## src/rtl/aximm_leader_traffic_gen.sv

```systemverilog
// AXI4-MM leader traffic generator/checker: independent write and read engines
// driving a seeded incrementing pattern and checking it on read-back.
module aximm_leader_traffic_gen #(
    parameter int          DWIDTH    = 128,
    parameter int          ADDRWIDTH = 32,
    parameter int          IDWIDTH   = 4,
    parameter int unsigned ID_VALUE  = 0,
    parameter int          CNTWIDTH  = 16
) (
    input  logic                  clk,
    input  logic                  rst_n,
    input  logic [7:0]            cfg_len,
    input  logic [ADDRWIDTH-1:0]  cfg_addr,
    input  logic [31:0]           cfg_seed,
    input  logic                  wr_start,
    input  logic                  rd_start,
    output logic                  wr_busy,
    output logic                  rd_busy,
    output logic                  wr_done,
    output logic                  rd_done,
    output logic [1:0]            wr_resp,
    output logic                  rd_resp_err,
    output logic                  rd_len_err,
    output logic [CNTWIDTH-1:0]   rd_mismatch_cnt,
    output logic [IDWIDTH-1:0]    user_awid,
    output logic [ADDRWIDTH-1:0]  user_awaddr,
    output logic [7:0]            user_awlen,
    output logic [2:0]            user_awsize,
    output logic [1:0]            user_awburst,
    output logic                  user_awvalid,
    input  logic                  user_awready,
    output logic [IDWIDTH-1:0]    user_wid,
    output logic [DWIDTH-1:0]     user_wdata,
    output logic [DWIDTH/8-1:0]   user_wstrb,
    output logic                  user_wlast,
    output logic                  user_wvalid,
    input  logic                  user_wready,
    input  logic [IDWIDTH-1:0]    user_bid,
    input  logic [1:0]            user_bresp,
    input  logic                  user_bvalid,
    output logic                  user_bready,
    output logic [IDWIDTH-1:0]    user_arid,
    output logic [ADDRWIDTH-1:0]  user_araddr,
    output logic [7:0]            user_arlen,
    output logic [2:0]            user_arsize,
    output logic [1:0]            user_arburst,
    output logic                  user_arvalid,
    input  logic                  user_arready,
    input  logic [IDWIDTH-1:0]    user_rid,
    input  logic [DWIDTH-1:0]     user_rdata,
    input  logic [1:0]            user_rresp,
    input  logic                  user_rlast,
    input  logic                  user_rvalid,
    output logic                  user_rready
);

    localparam int unsigned NWORDS = DWIDTH / 32;
    localparam logic [2:0]  AXSIZE = 3'($clog2(DWIDTH / 8));

    typedef enum logic [1:0] {W_IDLE, W_ADDR, W_DATA, W_RESP} w_state_t;
    typedef enum logic [1:0] {R_IDLE, R_ADDR, R_DATA} r_state_t;

    w_state_t w_state, w_next;
    r_state_t r_state, r_next;

    logic [7:0]           w_len, w_cnt, r_len;
    logic [ADDRWIDTH-1:0] w_addr, r_addr;
    logic [31:0]          w_seed, r_seed;
    logic [8:0]           r_cnt;
    logic [DWIDTH-1:0]    r_exp;

    // Response IDs are not checked; the engines use a single fixed ID.
    logic unused_ids;
    assign unused_ids = ^{user_bid, user_rid};

    assign user_awid    = IDWIDTH'(ID_VALUE);
    assign user_wid     = IDWIDTH'(ID_VALUE);
    assign user_arid    = IDWIDTH'(ID_VALUE);
    assign user_awsize  = AXSIZE;
    assign user_arsize  = AXSIZE;
    assign user_awburst = 2'b01;
    assign user_arburst = 2'b01;
    assign user_wstrb   = '1;
    assign user_awaddr  = w_addr;
    assign user_awlen   = w_len;
    assign user_araddr  = r_addr;
    assign user_arlen   = r_len;
    assign user_wdata   = {NWORDS{w_seed + 32'(w_cnt)}};
    assign user_wlast   = (w_cnt == w_len);
    assign r_exp        = {NWORDS{r_seed + 32'(r_cnt)}};
    assign wr_busy      = (w_state != W_IDLE);
    assign rd_busy      = (r_state != R_IDLE);

    always_ff @(posedge clk or negedge rst_n) begin
        if (!rst_n) begin
            w_state <= W_IDLE;
            r_state <= R_IDLE;
        end else begin
            w_state <= w_next;
            r_state <= r_next;
        end
    end

    always_comb begin
        w_next       = w_state;
        user_awvalid = 1'b0;
        user_wvalid  = 1'b0;
        user_bready  = 1'b0;
        case (w_state)
            W_IDLE: if (wr_start) w_next = W_ADDR;
            W_ADDR: begin
                user_awvalid = 1'b1;
                if (user_awready) w_next = W_DATA;
            end
            W_DATA: begin
                user_wvalid = 1'b1;
                if (user_wready && user_wlast) w_next = W_RESP;
            end
            W_RESP: begin
                user_bready = 1'b1;
                if (user_bvalid) w_next = W_IDLE;
            end
            default: w_next = W_IDLE;
        endcase
    end

    always_comb begin
        r_next       = r_state;
        user_arvalid = 1'b0;
        user_rready  = 1'b0;
        case (r_state)
            R_IDLE: if (rd_start) r_next = R_ADDR;
            R_ADDR: begin
                user_arvalid = 1'b1;
                if (user_arready) r_next = R_DATA;
            end
            R_DATA: begin
                user_rready = 1'b1;
                if (user_rvalid && user_rlast) r_next = R_IDLE;
            end
            default: r_next = R_IDLE;
        endcase
    end

    always_ff @(posedge clk or negedge rst_n) begin
        if (!rst_n) begin
            w_len   <= '0;
            w_addr  <= '0;
            w_seed  <= '0;
            w_cnt   <= '0;
            wr_done <= 1'b0;
            wr_resp <= '0;
        end else begin
            wr_done <= 1'b0;
            if (w_state == W_IDLE && wr_start) begin
                w_len  <= cfg_len;
                w_addr <= cfg_addr;
                w_seed <= cfg_seed;
                w_cnt  <= '0;
            end
            if (w_state == W_DATA && user_wready) w_cnt <= w_cnt + 8'd1;
            if (w_state == W_RESP && user_bvalid) begin
                wr_resp <= user_bresp;
                wr_done <= 1'b1;
            end
        end
    end

    always_ff @(posedge clk or negedge rst_n) begin
        if (!rst_n) begin
            r_len           <= '0;
            r_addr          <= '0;
            r_seed          <= '0;
            r_cnt           <= '0;
            rd_done         <= 1'b0;
            rd_resp_err     <= 1'b0;
            rd_len_err      <= 1'b0;
            rd_mismatch_cnt <= '0;
        end else begin
            rd_done <= 1'b0;
            if (r_state == R_IDLE && rd_start) begin
                r_len           <= cfg_len;
                r_addr          <= cfg_addr;
                r_seed          <= cfg_seed;
                r_cnt           <= '0;
                rd_resp_err     <= 1'b0;
                rd_len_err      <= 1'b0;
                rd_mismatch_cnt <= '0;
            end
            if (r_state == R_DATA && user_rvalid) begin
                if (user_rdata != r_exp && rd_mismatch_cnt != '1)
                    rd_mismatch_cnt <= rd_mismatch_cnt + 1'b1;
                if (user_rresp != 2'b00) rd_resp_err <= 1'b1;
                // Count saturates so an overlong burst keeps flagging a length error.
                if (r_cnt != '1) r_cnt <= r_cnt + 9'd1;
                if (r_cnt > {1'b0, r_len} || (user_rlast && r_cnt != {1'b0, r_len}))
                    rd_len_err <= 1'b1;
                if (user_rlast) rd_done <= 1'b1;
            end
        end
    end

endmodule

```

## config.mk

```make
export PLATFORM = sky130hd
export DESIGN_NAME = aximm_leader_traffic_gen
export DESIGN_NICKNAME = d
export VERILOG_FILES = /design/src/rtl/aximm_leader_traffic_gen.sv
export SDC_FILE = /design/constraint.sdc
export NUM_CORES = 1
export LEC_CHECK = 0
export BUFFER_PORTS_ARGS = -buffer_cell sky130_fd_sc_hd__buf_2
export CORE_AREA = 2 2 194 196
export CTS_CLUSTER_SIZE = 30
export DETAILED_ROUTE_END_ITERATION = 8
export DIE_AREA = 0 0 196 198
export SLEW_MARGIN = 20
export SYNTH_ARGS = -nofsm -noshare
export SYNTH_HDL_FRONTEND = slang
export SYNTH_SLANG_ARGS = --single-unit
export TNS_END_PERCENT = 5
```

## constraint.sdc

```tcl
create_clock -name clk -period 5.5 [get_ports clk]
set_input_delay 0.275 -clock clk [delete_from_list [all_inputs] [get_ports clk]]
set_output_delay 0.275 -clock clk [all_outputs]
set_load 0.02 [all_outputs]
```

==> impl_metrics.py <==
metrics = {
    "grt": {
        "grt_pass1_wl_microns": 65360,
        "antenna_found_initial": 3,
        "grt_pass1_vias": 11460,
        "track_usage_pct": 21.84,
        "grt_max_degree": 126,
        "overflow": 0,
    },
    "sta": {
        "maxSlewViolCount": 0,
        "clock.fmax_ghz": 0.2080,
        "finalHoldViolations": 0,
        "tightest_slew_ns": 1.111,
        "setup_violations": 0,
        "rsz0062_at_grt": "no",
        "period_needed_ns": 4.808,
        "period_share_pct": 87.42,
        "final.setup_skew_ns": 0.01701,
        "tns_ns": 0,
        "slew_headroom_pct": 25.95,
    },
    "yosys": {
        "ys_ff_latch": 187,
        "synth_cell_types": 69,
        "yosysSeqAreaShare_pct": 36.42,
        "synth_edf_count": 0,
        "synthesis.instances": 1489,
        "ys.flop_type": "dfrtp_1",
        "synth_area_per_cell_sq_um": 8.628,
        "yosys_warnings": 0,
        "synthArstFlopShare_pct": 100.0,
        "syn_area_sq_mm": 0.01285,
        "yosysTopAreaCellShare_pct": 36.42,
        "synth.area.top_cells": "dfrtp_1, nand2_1, buf_4",
        "synth_top_cell_by_area": "dfrtp_1",
    },
    "detailed_routing": {
        "drc_errors": 0,
        "first_iter_violations": 620,
        "drt-total-wl_microns": 43290,
        "antenna_left": 0,
        "vias": 12000,
        "wl_per_cell_microns": 18.78,
        "drt_first_pass_iters": 5,
        "routed_via_density": 5.205,
    },
    "critical_path": {
        "crit_path_frequent_cell": "nand4_1",
        "cp_data_arrival_time_ns": 5.18,
        "end_kind": "flop",
        "critPathMaxFanout": 31,
        "worstPathRequired_ns": 5.87,
        "worst_path_max_delay_cell": "nor3_1",
        "start_kind": "flop",
        "path_cells": "ha_1, nand4_1, nor3_1, or3_1, nand2_1, o311ai_0, nand4_1, nor4_1, and4b_1, a21oi_2, buf_4, mux2_1, o21ai_1",
        "critPathMaxStageDelay_ns": 0.55,
        "critPathKind": "reg2reg",
    },
    "run_status": {
        "outcome": "completed",
    },
    "clock_network": {
        "cts_tree": "built",
        "clk_path_buf_depth": 2,
        "numCtsBuffers": 17,
        "h-tree-depth": 4,
        "cts_root_buffer": "clkbuf_16",
        "clk_pin_slew_ns": 0.08,
        "clock_latency_ns": 0.45,
        "clkSinkCount": 187,
        "cts_resized": 0,
    },
    "finish": {
        "drive_above_1_share_pct": 32.40,
        "nFillCells": 3750,
        "fin_cells": 2305,
        "mostFrequentLayoutCells": "buf_2, nand2_1, dfrtp_1",
        "area_growth_pct": 19.53,
        "layout_commonest_cell": "buf_2",
        "nets": 2075,
    },
    "die": {
        "io-pin-count": 498,
        "std_cell_rows": 71,
        "die_h_microns": 198,
        "coreArea_sq_mm": 0.03696,
        "initial_core_util_pct": 34.76,
        "die-width_microns": 196,
        "dieArea_sq_mm": 0.03881,
    },
    "placed_design": {
        "numPortBuffers": 451,
        "gp_congestion": 0.9280,
        "place_inst": 2271,
        "hpwl_microns": 34080,
    },
    "hold_path": {
        "hold_class": "in2reg",
    },
    "power_and_ir_drop": {
        "ir_drop_v": 0.0004059,
        "power_density_mw_per_mm2": 537.6,
        "power.leakage_nw": 7.539,
    },
    "flow_run": {
        "cap_violations": 0,
    },
}
layout make-up:
cell class / count / area (sq um) / share of cell area, %
inverter: 53 / 198.9 / 1.296
multi-input combinational: 1089 / 6862 / 44.68
sequential: 187 / 4679 / 30.47
antenna: 1 / 2.502 / 0.01630
clock inverter: 10 / 130.1 / 0.8474
tap: 474 / 593.1 / 3.862
timing repair buffer: 469 / 2416 / 15.73
clock buffer: 22 / 474.2 / 3.088
routing by layer:
metal  GRT usage (%)  wire length, microns
met1           26.84                 18130
met2           38.54                 21430
met3           5.331                  3047
met4           5.191                   665
met5               0                    13
flip-flops by register name, indices dropped and copies added, names as in the netlist, 9 cells and up:
register and flops:
r_seed 32, user_awaddr 32, user_araddr 32, rd_mismatch_cnt 16, w_seed 32, r_cnt 9
where the power goes:
group / internal (W) / switching (W)
clock network: 0.000716 / 0.000585
logic: 0.00160 / 0.00284
registers: 0.00195 / 0.000566
total: 0.00426 / 0.00399
cell usage after synthesis, types with 4 or more instances:
| library cell | count |
|---|---|
| a22o_1 | 5 |
| and4_1 | 7 |
| a21boi_0 | 5 |
| mux2_4 | 4 |
| o22ai_1 | 9 |
| o311ai_0 | 5 |
| a211oi_1 | 9 |
| a22oi_1 | 6 |
| or2_2 | 5 |
| nor3_1 | 31 |
| nand3_1 | 53 |
| o21ai_0 | 65 |
| nand2b_1 | 16 |
| mux2i_1 | 26 |
| and3_1 | 33 |
| nor2b_1 | 15 |
| nand4_1 | 40 |
| xnor2_1 | 41 |
| mux2_2 | 80 |
| xor2_1 | 22 |
| o31ai_1 | 5 |
| inv_1 | 53 |
| and2_1 | 6 |
| o221ai_1 | 4 |
| clkbuf_1 | 51 |
| ha_1 | 34 |
| a21oi_1 | 39 |
| nor4_1 | 19 |
| o21ai_1 | 13 |
| o211ai_1 | 18 |
| nand2_1 | 270 |
| nand3b_1 | 4 |
| or4_1 | 12 |
| mux2_1 | 7 |
| nor2_1 | 67 |
| buf_4 | 134 |
| a21o_1 | 7 |
| o2111ai_1 | 5 |
| dfrtp_1 | 187 |
| nand4b_1 | 5 |
| or3_1 | 11 |
| a31oi_1 | 7 |
| buf_2 | 7 |
worst paths after layout:
path                                             start                            to  slack, ns  cells after the start
max                                 r_cnt[7]$_DFF_PN0_  rd_mismatch_cnt[8]$_DFF_PN0_       0.69                     13
min                                        cfg_addr[5]    user_araddr[5]$_DFFE_PN0P_       0.03                      3
max reg2reg                         r_cnt[7]$_DFF_PN0_  rd_mismatch_cnt[8]$_DFF_PN0_       0.69                     13
min reg2reg                user_araddr[24]$_DFFE_PN0P_   user_araddr[24]$_DFFE_PN0P_       0.47                      2
max in group asynchronous                        rst_n        r_seed[10]$_DFFE_PN0P_       3.92                      3
min in group asynchronous                        rst_n    user_awaddr[0]$_DFFE_PN0P_       0.34                      2
cell families (layout without fill, tap and decap cells):
family | after synthesis | in the layout | synth area share [%]
adder cells (fa/ha/maj) | 36 | 36 | 3.623
AND/OR/NAND/NOR | 602 | 602 | 22.46
flip-flops | 187 | 187 | 36.42
other | 2 | 39 | 0.05846
buffers and inverters | 249 | 554 | 11.32
XOR/XNOR | 63 | 63 | 4.295
multiplexers | 117 | 117 | 10.12
AO/OA/AOI/OAI | 233 | 233 | 11.71
critical path, delay by kind of cell, from the launching register on:
| family | cells | cell delay, ns |
|---|---|---|
| muxes | 1 | 0.35 |
| adders and majority gates | 1 | 0.54 |
| and+or+nand+nor | 7 | 2.59 |
| DFF | 1 | 0.45 |
| AOI/OAI and AO/OA | 3 | 0.55 |
| buffers and inverters | 1 | 0.26 |
timing repair:
item                      CTS  global route
setup buffers               0             0
hold endpoints to repair   62             0
hold buffers                1             0
per-stage QoR:
step / utilization [%] / hold WS [ns] / setup WS (ns) / area [sq um] / total power (W)
after floorplan: - / -0.02059 / 1.531 / 12980 / 0.005933
after global placement: 39.88 / 0.2888 / 0.8778 / 14740 / 0.006930
after detailed placement: 39.88 / 0.2889 / 0.7959 / 14740 / 0.007001
after CTS: 41.55 / 0.002446 / 0.7640 / 15350 / 0.008355
after global routing: 41.55 / 0.01581 / 0.5012 / 15360 / 0.008830
final: 41.55 / 0.03095 / 0.6918 / 15360 / 0.008255
(Power assumes the default switching activity.)
